==> config.mk <==
export PLATFORM = sky130hd
export DESIGN_NAME = spm_loader
export DESIGN_NICKNAME = d
export VERILOG_FILES = /design/src/rtl/spm_loader.sv
export SDC_FILE = /design/constraint.sdc
export NUM_CORES = 1
export LEC_CHECK = 0
export ABC_AREA = 1
export CAP_MARGIN = 20
export CORE_ASPECT_RATIO = 0.75
export CORE_MARGIN = 2
export CORE_UTILIZATION = 33
export DETAILED_ROUTE_END_ITERATION = 6
export PLACE_DENSITY_LB_ADDON = 0.1
export SLEW_MARGIN = 20
export SYNTH_ARGS = -nofsm -noshare
export SYNTH_HDL_FRONTEND = slang
export SYNTH_SLANG_ARGS = --single-unit
==> constraint.sdc <==
create_clock -name clk -period 2.9 [get_ports clk]
set_input_delay 0.87 -clock clk [delete_from_list [all_inputs] [get_ports clk]]
set_output_delay 0.87 -clock clk [all_outputs]
set_load 0.05 [all_outputs]
==> src/rtl/spm_loader.sv <==
// Boot loader: packs a UART byte stream big-endian into 32-bit words and fills scratchpad port B.
// Optional trailer checksum check enabled by defining SPM_LOADER_CHECKSUM_EN.
//
// state  | meaning
// IDLE   | waiting for start; ram_addr holds its last value
// RECV   | accepting bytes into the word shift register
// WRITE  | one-cycle write of the assembled word, then advance address/count
// CHECK  | (checksum build) waiting for the trailer byte
// FINISH | one-cycle done pulse
module spm_loader #(
  parameter int ADDR_W = 12,
  parameter int DATA_W = 32,
  parameter int CNT_W  = 13
) (
  input  logic              clk,
  input  logic              reset,
  input  logic              start,
  input  logic [ADDR_W-1:0] base_addr,
  input  logic [CNT_W-1:0]  word_count,
  input  logic              rx_valid,
  input  logic [7:0]        rx_data,
  output logic              rx_ready,
  output logic              ram_we,
  output logic [ADDR_W-1:0] ram_addr,
  output logic [DATA_W-1:0] ram_wdata,
  output logic              busy,
  output logic              done,
  output logic              error
);

`ifdef SPM_LOADER_CHECKSUM_EN
  typedef enum logic [2:0] {
    S_IDLE   = 3'd0,
    S_RECV   = 3'd1,
    S_WRITE  = 3'd2,
    S_CHECK  = 3'd3,
    S_FINISH = 3'd4
  } state_t;
`else
  typedef enum logic [2:0] {
    S_IDLE   = 3'd0,
    S_RECV   = 3'd1,
    S_WRITE  = 3'd2,
    S_FINISH = 3'd4
  } state_t;
`endif

  state_t           state;
  state_t           state_nxt;
  logic [1:0]       byte_idx;
  logic [CNT_W-1:0] word_cnt;
  logic             start_acc;
  logic             byte_xfer;

  assign start_acc = (state == S_IDLE) && start;
  assign byte_xfer = (state == S_RECV) && rx_valid;

  always_ff @(posedge clk or negedge reset) begin
    if (!reset) begin
      state <= S_IDLE;
    end else begin
      state <= state_nxt;
    end
  end

  always_comb begin
    state_nxt = state;
    case (state)
      S_IDLE: begin
        if (start) begin
          state_nxt = (word_count == '0) ? S_FINISH : S_RECV;
        end
      end
      S_RECV: begin
        if (rx_valid && (byte_idx == 2'd3)) begin
          state_nxt = S_WRITE;
        end
      end
      S_WRITE: begin
        if (word_cnt != CNT_W'(1)) begin
          state_nxt = S_RECV;
        end else begin
`ifdef SPM_LOADER_CHECKSUM_EN
          state_nxt = S_CHECK;
`else
          state_nxt = S_FINISH;
`endif
        end
      end
`ifdef SPM_LOADER_CHECKSUM_EN
      S_CHECK: begin
        if (rx_valid) begin
          state_nxt = S_FINISH;
        end
      end
`endif
      S_FINISH: state_nxt = S_IDLE;
      default:  state_nxt = S_IDLE;
    endcase
  end

  always_comb begin
    rx_ready = 1'b0;
    ram_we   = 1'b0;
    busy     = 1'b0;
    done     = 1'b0;
    case (state)
      S_RECV: begin
        rx_ready = 1'b1;
        busy     = 1'b1;
      end
      S_WRITE: begin
        ram_we = 1'b1;
        busy   = 1'b1;
      end
`ifdef SPM_LOADER_CHECKSUM_EN
      S_CHECK: begin
        rx_ready = 1'b1;
        busy     = 1'b1;
      end
`endif
      S_FINISH: done = 1'b1;
      default: ;
    endcase
  end

  // ram_wdata doubles as the shift register; it only matters while ram_we is high.
  always_ff @(posedge clk or negedge reset) begin
    if (!reset) begin
      ram_addr  <= '0;
      ram_wdata <= '0;
      word_cnt  <= '0;
      byte_idx  <= '0;
    end else begin
      if (start_acc) begin
        ram_addr <= base_addr;
        word_cnt <= word_count;
        byte_idx <= '0;
      end
      if (byte_xfer) begin
        ram_wdata <= {ram_wdata[DATA_W-9:0], rx_data};
        byte_idx  <= byte_idx + 2'd1;
      end
      if (state == S_WRITE) begin
        ram_addr <= ram_addr + ADDR_W'(1);
        word_cnt <= word_cnt - CNT_W'(1);
      end
    end
  end

`ifdef SPM_LOADER_CHECKSUM_EN
  logic [7:0] csum;

  // Sum of all payload bytes plus the trailer must be 0 mod 256.
  always_ff @(posedge clk or negedge reset) begin
    if (!reset) begin
      csum  <= '0;
      error <= 1'b0;
    end else if (start_acc) begin
      csum  <= '0;
      error <= 1'b0;
    end else if (byte_xfer) begin
      csum <= csum + rx_data;
    end else if ((state == S_CHECK) && rx_valid) begin
      error <= (8'(rx_data + csum) != 8'h00);
    end
  end
`else
  assign error = 1'b0;
`endif

endmodule

==> results of run 1 <==
[cells in the mapped netlist, drive strengths merged]
| cell type | n |
|---|---|
| inv | 34 |
| ha | 4 |
| conb | 1 |
| nor3 | 5 |
| a22oi | 1 |
| or2 | 3 |
| dfrtp | 62 |
| nand2 | 100 |
| nand3 | 40 |
| a211oi | 4 |
| o22ai | 1 |
| a21oi | 7 |
| xor2 | 2 |
| buf | 9 |
| o21a | 4 |
| nor2 | 40 |
| o211ai | 2 |
| nand3b | 2 |
| clkbuf | 3 |
| a31oi | 1 |
| o21ai | 19 |
| mux2 | 30 |
| nand4 | 3 |
[layout make-up]
| type | count | area share (%) |
|---|---|---|
| multi-input combinational | 269 | 33.4 |
| clock inverter | 3 | 1.40 |
| inverter | 34 | 2.75 |
| timing repair buffer | 90 | 19.6 |
| tap | 132 | 3.56 |
| sequential | 62 | 33.5 |
| clock buffer | 13 | 5.83 |
[cell usage in the layout, fill, tap and decap left out, drive strengths merged]
| cell type | n |
|---|---|
| clkbuf | 13 |
| nor3 | 5 |
| or2 | 3 |
| buf | 11 |
| clkinv | 1 |
| nand4 | 3 |
| nand2 | 100 |
| ha | 4 |
| o211ai | 2 |
| a21oi | 7 |
| bufinv | 2 |
| inv | 34 |
| conb | 1 |
| xor2 | 2 |
| dfrtp | 62 |
| o21a | 4 |
| o21ai | 19 |
| o22ai | 1 |
| nand3 | 40 |
| nand3b | 2 |
| nor2 | 40 |
| a31oi | 1 |
| mux2 | 30 |
| a22oi | 1 |
| clkdlybuf4s50 | 79 |
| a211oi | 4 |
[flip-flops by register name, summed over array words and instances (netlist names)]
signal	count
ram_addr	12
state	3
word_cnt	13
ram_wdata	32
byte_idx	2
[cells by family (layout without fill, tap and decap cells)]
group	count (synthesis)	count (layout)
buf+inv	46	140
compound gates	39	39
mux	30	30
simple gates	193	193
xor+xnor	2	2
other cells	1	1
fa+ha+maj	4	4
flops	62	62
[metrics by stage]
step	util, %	hold slack (ns)	total power, uW	area, sq um	worst slack (ns)
2_1_floorplan	-	0.465	4100	3300	0.480
3_3_place_gp	44.3	0.468	5160	4300	0.544
3_5_place_dp	44.3	0.477	5190	4300	0.525
4_1_cts	47.8	0.490	6410	4630	0.345
5_1_grt	47.8	0.524	6770	4630	0.281
6_report	47.8	0.489	6350	4630	0.364
[tightest hold or removal path: stages (launching register included)]
cell,delay [ns]
dfrtp_1,0.34
nand2_1,0.05
o21ai_0,0.06
[final timing paths]
path | startpoint | to | slack, ns | depth (start not counted)
setup reg to reg | state[1] | ram_wdata[14] | 1.12 | 3
hold / removal | ram_wdata[31] | ram_wdata[31] | 0.49 | 2
hold reg to reg | ram_wdata[31] | ram_wdata[31] | 0.49 | 2
min in group asynchronous | reset | ram_addr[10] | 0.58 | 1
setup / recovery | ram_addr[4] | ram_addr[4] | 0.36 | 1
max in group asynchronous | reset | ram_addr[6] | 1.68 | 2
[power by group through the flow]
| stage | clock (uW) | combinational [uW] | sequential [uW] |
|---|---|---|---|
| 4_1_cts | 1220 | 3490 | 1700 |
| 3_5_place_dp | 0 | 3480 | 1710 |
| 6_report | 1190 | 3460 | 1700 |
| 2_1_floorplan | 0 | 1380 | 2710 |
| 3_3_place_gp | 0 | 3460 | 1700 |
| 5_1_grt | 1270 | 3720 | 1780 |
[metal layers]
metal	up-vias	GRT usage [%]
met4	0	4.71
li1	1412	-
met2	66	23.0
met3	9	5.30
met5	-	0
met1	1272	22.3
==> results by group, run 1 <==
Timing
  – Rel. slew slack: 55.0%
  – Endpoints failing setup: 0
  – Fmax: 0.394 GHz
  – Hold Fails Final Rpt: 0
  – Setup Skew: 0.00299 ns
  – Max Slew Vio Count: 0
  – Fin crit share: 87.4%
  – RSZ-0062 raised after global routing: false
  – Fin Setup TNS: 0 ns
  – Worst-Margin Slew: 0.674 ns
  – Shortest period the worst path allows: 2.54 ns

CTS
  – Cts bufs inserted: 9
  – H-Tree Depth: 3
  – Clk_lat worst skew: 0.32 ns
  – Post_cts resized: 0
  – Postcts setup bufs: 0
  – TritonCTS clock tree: yes
  – CTS sink cnt: 62
  – Clock root buffer master: clkbuf_16
  – Clock-pin transition on the worst setup and hold timing paths: 0.05 ns
  – Hold_buf cts: 0
  – CTS max path bufs: 2

Logic synthesis
  – Xor/xnor share of the synthesized area: 0.531%
  – Post-synthesis simple-gate area fraction: 25.0%
  – Avg Inst Size Synth: 8.76 sq um
  – Post-synthesis adder-cell area fraction: 1.52%
  – Largest family of logic cells by synthesized area: simple AND/OR/NAND/NOR gates
  – Post-synthesis sequential area ratio: 47.0%
  – Synth area leader: dfrtp_1
  – Synth Instances: 377
  – Yosys reg bits: 62
  – Main area contributors after synthesis: dfrtp_1 (47%), nand2_1 (11%), mux2_4 (10%), nand3_1 (6.1%), nor2_1 (4.4%)
  – Distinct cells, synth: 30
  – Multiplexer area fraction after synthesis: 12.9%
  – Post-Synthesis Net Count: 418
  – Synth warnings: 0
  – Yosys top cell area share: 47.0%
  – Mapped Area: 0.00330 sq mm
  – Post-synthesis compound-gate area fraction: 6.82%

Floorplanning
  – Die height: 90.6 microns
  – # rows: 31
  – DIE WIDTH: 119 microns
  – Io pins: 86
  – Starting Density: 34.0%
  – Total core area: 0.00970 sq mm
  – Die Area: 0.0108 sq mm

Placed design
  – Dpl hpwl: 5670 microns
  – Cell Count Post-Placement: 587
  – Placer Congestion: 0.824
  – Input/output buffers: 84

Worst setup path
  – Worst path bufs/invs: 1
  – Critical Path RT: 2.03 ns
  – CP endpoint kind: output port
  – Crit-path cells: clkdlybuf4s50_1
  – CP peak stage delay: 0.86 ns
  – CP top delay family: buffers and inverters
  – Critical Path Slowest Stage Cell: clkdlybuf4s50_1
  – Crit Path Max Fanout: 7
  – Worst Setup Path Type: flop to output port
  – CP Data Arrival Time: 1.67 ns
  – Startpoint Class: flop

Power
  – Worst VDD drop: 652 uV
  – P_sw: 2900 uW
  – Internal power: 3450 uW
  – Switching share of power: 45.7%
  – Clock power share: 18.7%
  – Sequential Power Share: 26.8%
  – Pleak: 0.00217 uW
  – Comb pwr share: 54.5%
  – Cell Pwr Density: 1370 mW/mm^2

Final layout
  – Synthesis-to-layout area growth: 40.4%
  – FF+latch area: 0.00155 sq mm
  – N_diodes: 0
  – Multi-input logic area: 0.00155 sq mm
  – Post-Layout Cell Count: 603
  – # fillers: 949
  – Final nets: 507
  – Layout cells sized above 1: 13.4%

Detailed routing
  – Final wirelength: 8050 microns
  – DR top layer: met4
  – Drt first pass iters: 4
  – DR iter-0 viols: 184
  – Vias: 2759
  – Vias per inst: 4.58
  – WL met3: 455 microns
  – DRC viols: 0
  – Antenna violation net count after detailed routing: 0
  – Met1 Routed Length: 4080 microns
  – Wirelength per Cell: 13.3 microns
  – Metal2 WL: 3420 microns

Global routing
  – Initial antenna violation count: 0
  – First-pass GRT wire length: 13500 microns
  – GRT overflow: 0
  – Largest net degree at the start of global routing: 38
  – Tot GR Track Use: 15.8%
  – Vias in the first global route: 2691

Outcome
  – Status: finished, final reports clean

Hold path
  – Worst min path class: flop to flop

Job
  – Max Cap Violations: 0
Note: power is estimated with default switching activity, not from simulation.
==> inputs of run 2 (changes only) <==
--- a/config.mk
+++ b/config.mk
@@ -8,7 +8,6 @@
 export ABC_AREA = 1
 export CAP_MARGIN = 20
 export CORE_ASPECT_RATIO = 0.75
-export CORE_MARGIN = 2
 export CORE_UTILIZATION = 33
 export DETAILED_ROUTE_END_ITERATION = 6
 export PLACE_DENSITY_LB_ADDON = 0.1
==> results by group, run 2 (synthesized netlist as in run 1, its figures left out) <==
Floorplanning
  – Total core area: 0.00970 sq mm (unchanged)
  – Starting Density: 34.0% (unchanged)
  – Die height: 88.6 microns (-2.2%)
  – DIE WIDTH: 117 microns (-1.7%)
  – # rows: 31 (unchanged)
  – Io pins: 86 (unchanged)
  – Die Area: 0.0104 sq mm (-3.8%)

Timing
  – Shortest period the worst path allows: 2.72 ns (+0.181 ns)
  – Hold Fails Final Rpt: 0 (unchanged)
  – Setup Skew: 0.00406 ns (+0.00107 ns)
  – Max Slew Vio Count: 0 (unchanged)
  – Worst-Margin Slew: 0.632 ns (-0.0421 ns)
  – Fin crit share: 93.7% (+6.2 points)
  – Fmax: 0.368 GHz (-6.7%)
  – Rel. slew slack: 57.9% (+2.8 points)
  – Fin Setup TNS: 0 ns (unchanged)
  – RSZ-0062 raised after global routing: false
  – Endpoints failing setup: 0 (unchanged)

CTS
  – Clock root buffer master: clkbuf_16
  – Cts bufs inserted: 9 (unchanged)
  – H-Tree Depth: 3 (unchanged)
  – CTS sink cnt: 62 (unchanged)
  – Postcts setup bufs: 0 (unchanged)
  – TritonCTS clock tree: yes
  – Hold_buf cts: 0 (unchanged)
  – CTS max path bufs: 2 (unchanged)
  – Clk_lat worst skew: 0.32 ns (about the same)
  – Post_cts resized: 0 (unchanged)
  – Clock-pin transition on the worst setup and hold timing paths: 0.05 ns (about the same)

Final layout
  – Multi-input logic area: 0.00155 sq mm (unchanged)
  – Biggest regs: ram_wdata: 32 flops, word_cnt: 13 flops, ram_addr: 12 flops
  – FF+latch area: 0.00155 sq mm (unchanged)
  – Synthesis-to-layout area growth: 39.1%
  – Max FFs per register: 32 (unchanged)
  – Layout cells sized above 1: 13.2% (-0.21 points)
  – Post-Layout Cell Count: 603 (unchanged)
  – Most common cell after layout, fill and taps aside: nand2_1
  – # fillers: 950 (+0.11%)
  – Biggest register: ram_wdata
  – Most frequent cells in the layout: nand2_1 (99), clkdlybuf4s50_1 (80), dfrtp_1 (62), nand3_1 (40), nor2_1 (39)
  – N_diodes: 0 (unchanged)
  – Final nets: 507 (unchanged)

Power
  – Worst VDD drop: 683 uV (+4.7%)
  – Pleak: 0.00214 uW (-1.5%)
  – Clock power share: 16.7% (-2.0 points)
  – Comb pwr share: 55.9% (+1.4 points)
  – Internal power: 3290 uW (-4.6%)
  – Cell Pwr Density: 1350 mW/mm^2 (-1.3%)
  – Switching share of power: 47.1% (+1.4 points)
  – Sequential Power Share: 27.3% (+0.5 points)
  – P_sw: 2930 uW (+0.77%)
  – Overall power: 6210 uW (-2.2%)

Global routing
  – Vias in the first global route: 2564 (-4.7%)
  – Tot GR Track Use: 16.3% (+0.45 points)
  – Initial antenna violation count: 0 (unchanged)
  – GRT overflow: 0 (unchanged)
  – Largest net degree at the start of global routing: 40 (+5.3%)
  – First-pass GRT wire length: 13300 microns (-1.4%)

Hold path
  – Min-delay src: ram_wdata[31]
  – Worst Hold Path Cells: 2 (unchanged)
  – Worst min path class: flop to flop
  – Worst hold endpoint: ram_wdata[31]

Job
  – Max Cap Violations: 0 (unchanged)

Detailed routing
  – Wirelength per Cell: 13.4 microns (+0.52%)
  – Antenna violation net count after detailed routing: 0 (unchanged)
  – Vias per inst: 4.59 (+0.29%)
  – Final wirelength: 8090 microns (+0.52%)
  – Vias: 2767 (+0.29%)
  – Drt first pass iters: 4 (unchanged)
  – DR iter-0 viols: 124 (-33%)
  – DRC viols: 0 (unchanged)

Worst setup path
  – RR Endpoint: ram_wdata[8]
  – Worst Setup Path Type: flop to output port
  – Startpoint Class: flop
  – Reg-to-Reg Start: state[1]
  – FF-to-FF path depth: 3 (unchanged)
  – Critical Path RT: 2.03 ns (about the same)
  – CP Data Arrival Time: 1.85 ns (+0.18 ns)
  – Crit Path Max Fanout: 4 (-3)
  – Flop-to-flop setup slack: 1.11 ns (about the same)
  – CP endpoint kind: output port

Placed design
  – Input/output buffers: 84 (unchanged)
  – Placer Congestion: 0.811 (-1.6%)
  – Dpl hpwl: 5750 microns (+1.4%)
  – Cell Count Post-Placement: 587 (unchanged)

Outcome
  – Status: finished, final reports clean
## run 2: cell count changes in the layout (fill, tap and decap cells not counted), sizes merged
cell and delta:
buf -1, bufinv -1, clkbuf -3, clkinv +1, clkinvlp +3, clkdlybuf4s50 +1
## run 2: how the worst max path moves through the flow
stage                 to     start
floorplan           done  state[2]
global placement    done  state[2]
detailed placement  done  state[2]
CTS                 done  state[2]
global route        done  state[2]
finish              done  state[2]
## run 2: metal layers
| metal | share of wire (%) | vias up | GRT usage, % | routed length (microns) |
|---|---|---|---|---|
| met5 | 0 | - | 0 | 0 |
| met4 | 0.43 | 0 | 3.85 | 35 |
| met3 | 5.1 | 2 | 4.51 | 416 |
| met2 | 43 | 70 | 23.7 | 3500 |
| met1 | 51 | 1283 | 23.8 | 4140 |
| li1 | - | 1412 | - | - |
## run 2: critical path, cell delays in order (launching register included)
cell and delay, ns:
dfrtp_1 0.43, inv_1 0.10, nor3_1 0.15, clkdlybuf4s50_1 0.84
## run 2: cell type report
class                           count  area share (%)
Tap cell                          132            3.60
Clock buffer                       10            4.99
Multi-Input combinational cell    269            33.7
Clock inverter                      6            1.36
Timing Repair Buffer               90            19.8
Sequential cell                    62            33.8
Inverter                           34            2.78
## run 2: power by group through the flow
stage	logic, uW	registers (uW)	clock network, uW
2_1_floorplan	1380	2710	0
3_3_place_gp	3460	1690	0
3_5_place_dp	3500	1700	0
4_1_cts	3500	1700	1070
5_1_grt	3730	1780	1100
6_report	3470	1700	1040
## run 2: metrics by stage
step	instance area [sq um]	setup WS, ns	hold slack (ns)	util [%]
finish	4590	0.183	0.483	47.4
global route	4590	0.0981	0.529	47.4
CTS	4590	0.168	0.495	47.4
detailed placement	4300	0.515	0.482	44.3
global placement	4300	0.536	0.466	44.3
floorplan	3300	0.480	0.465	-
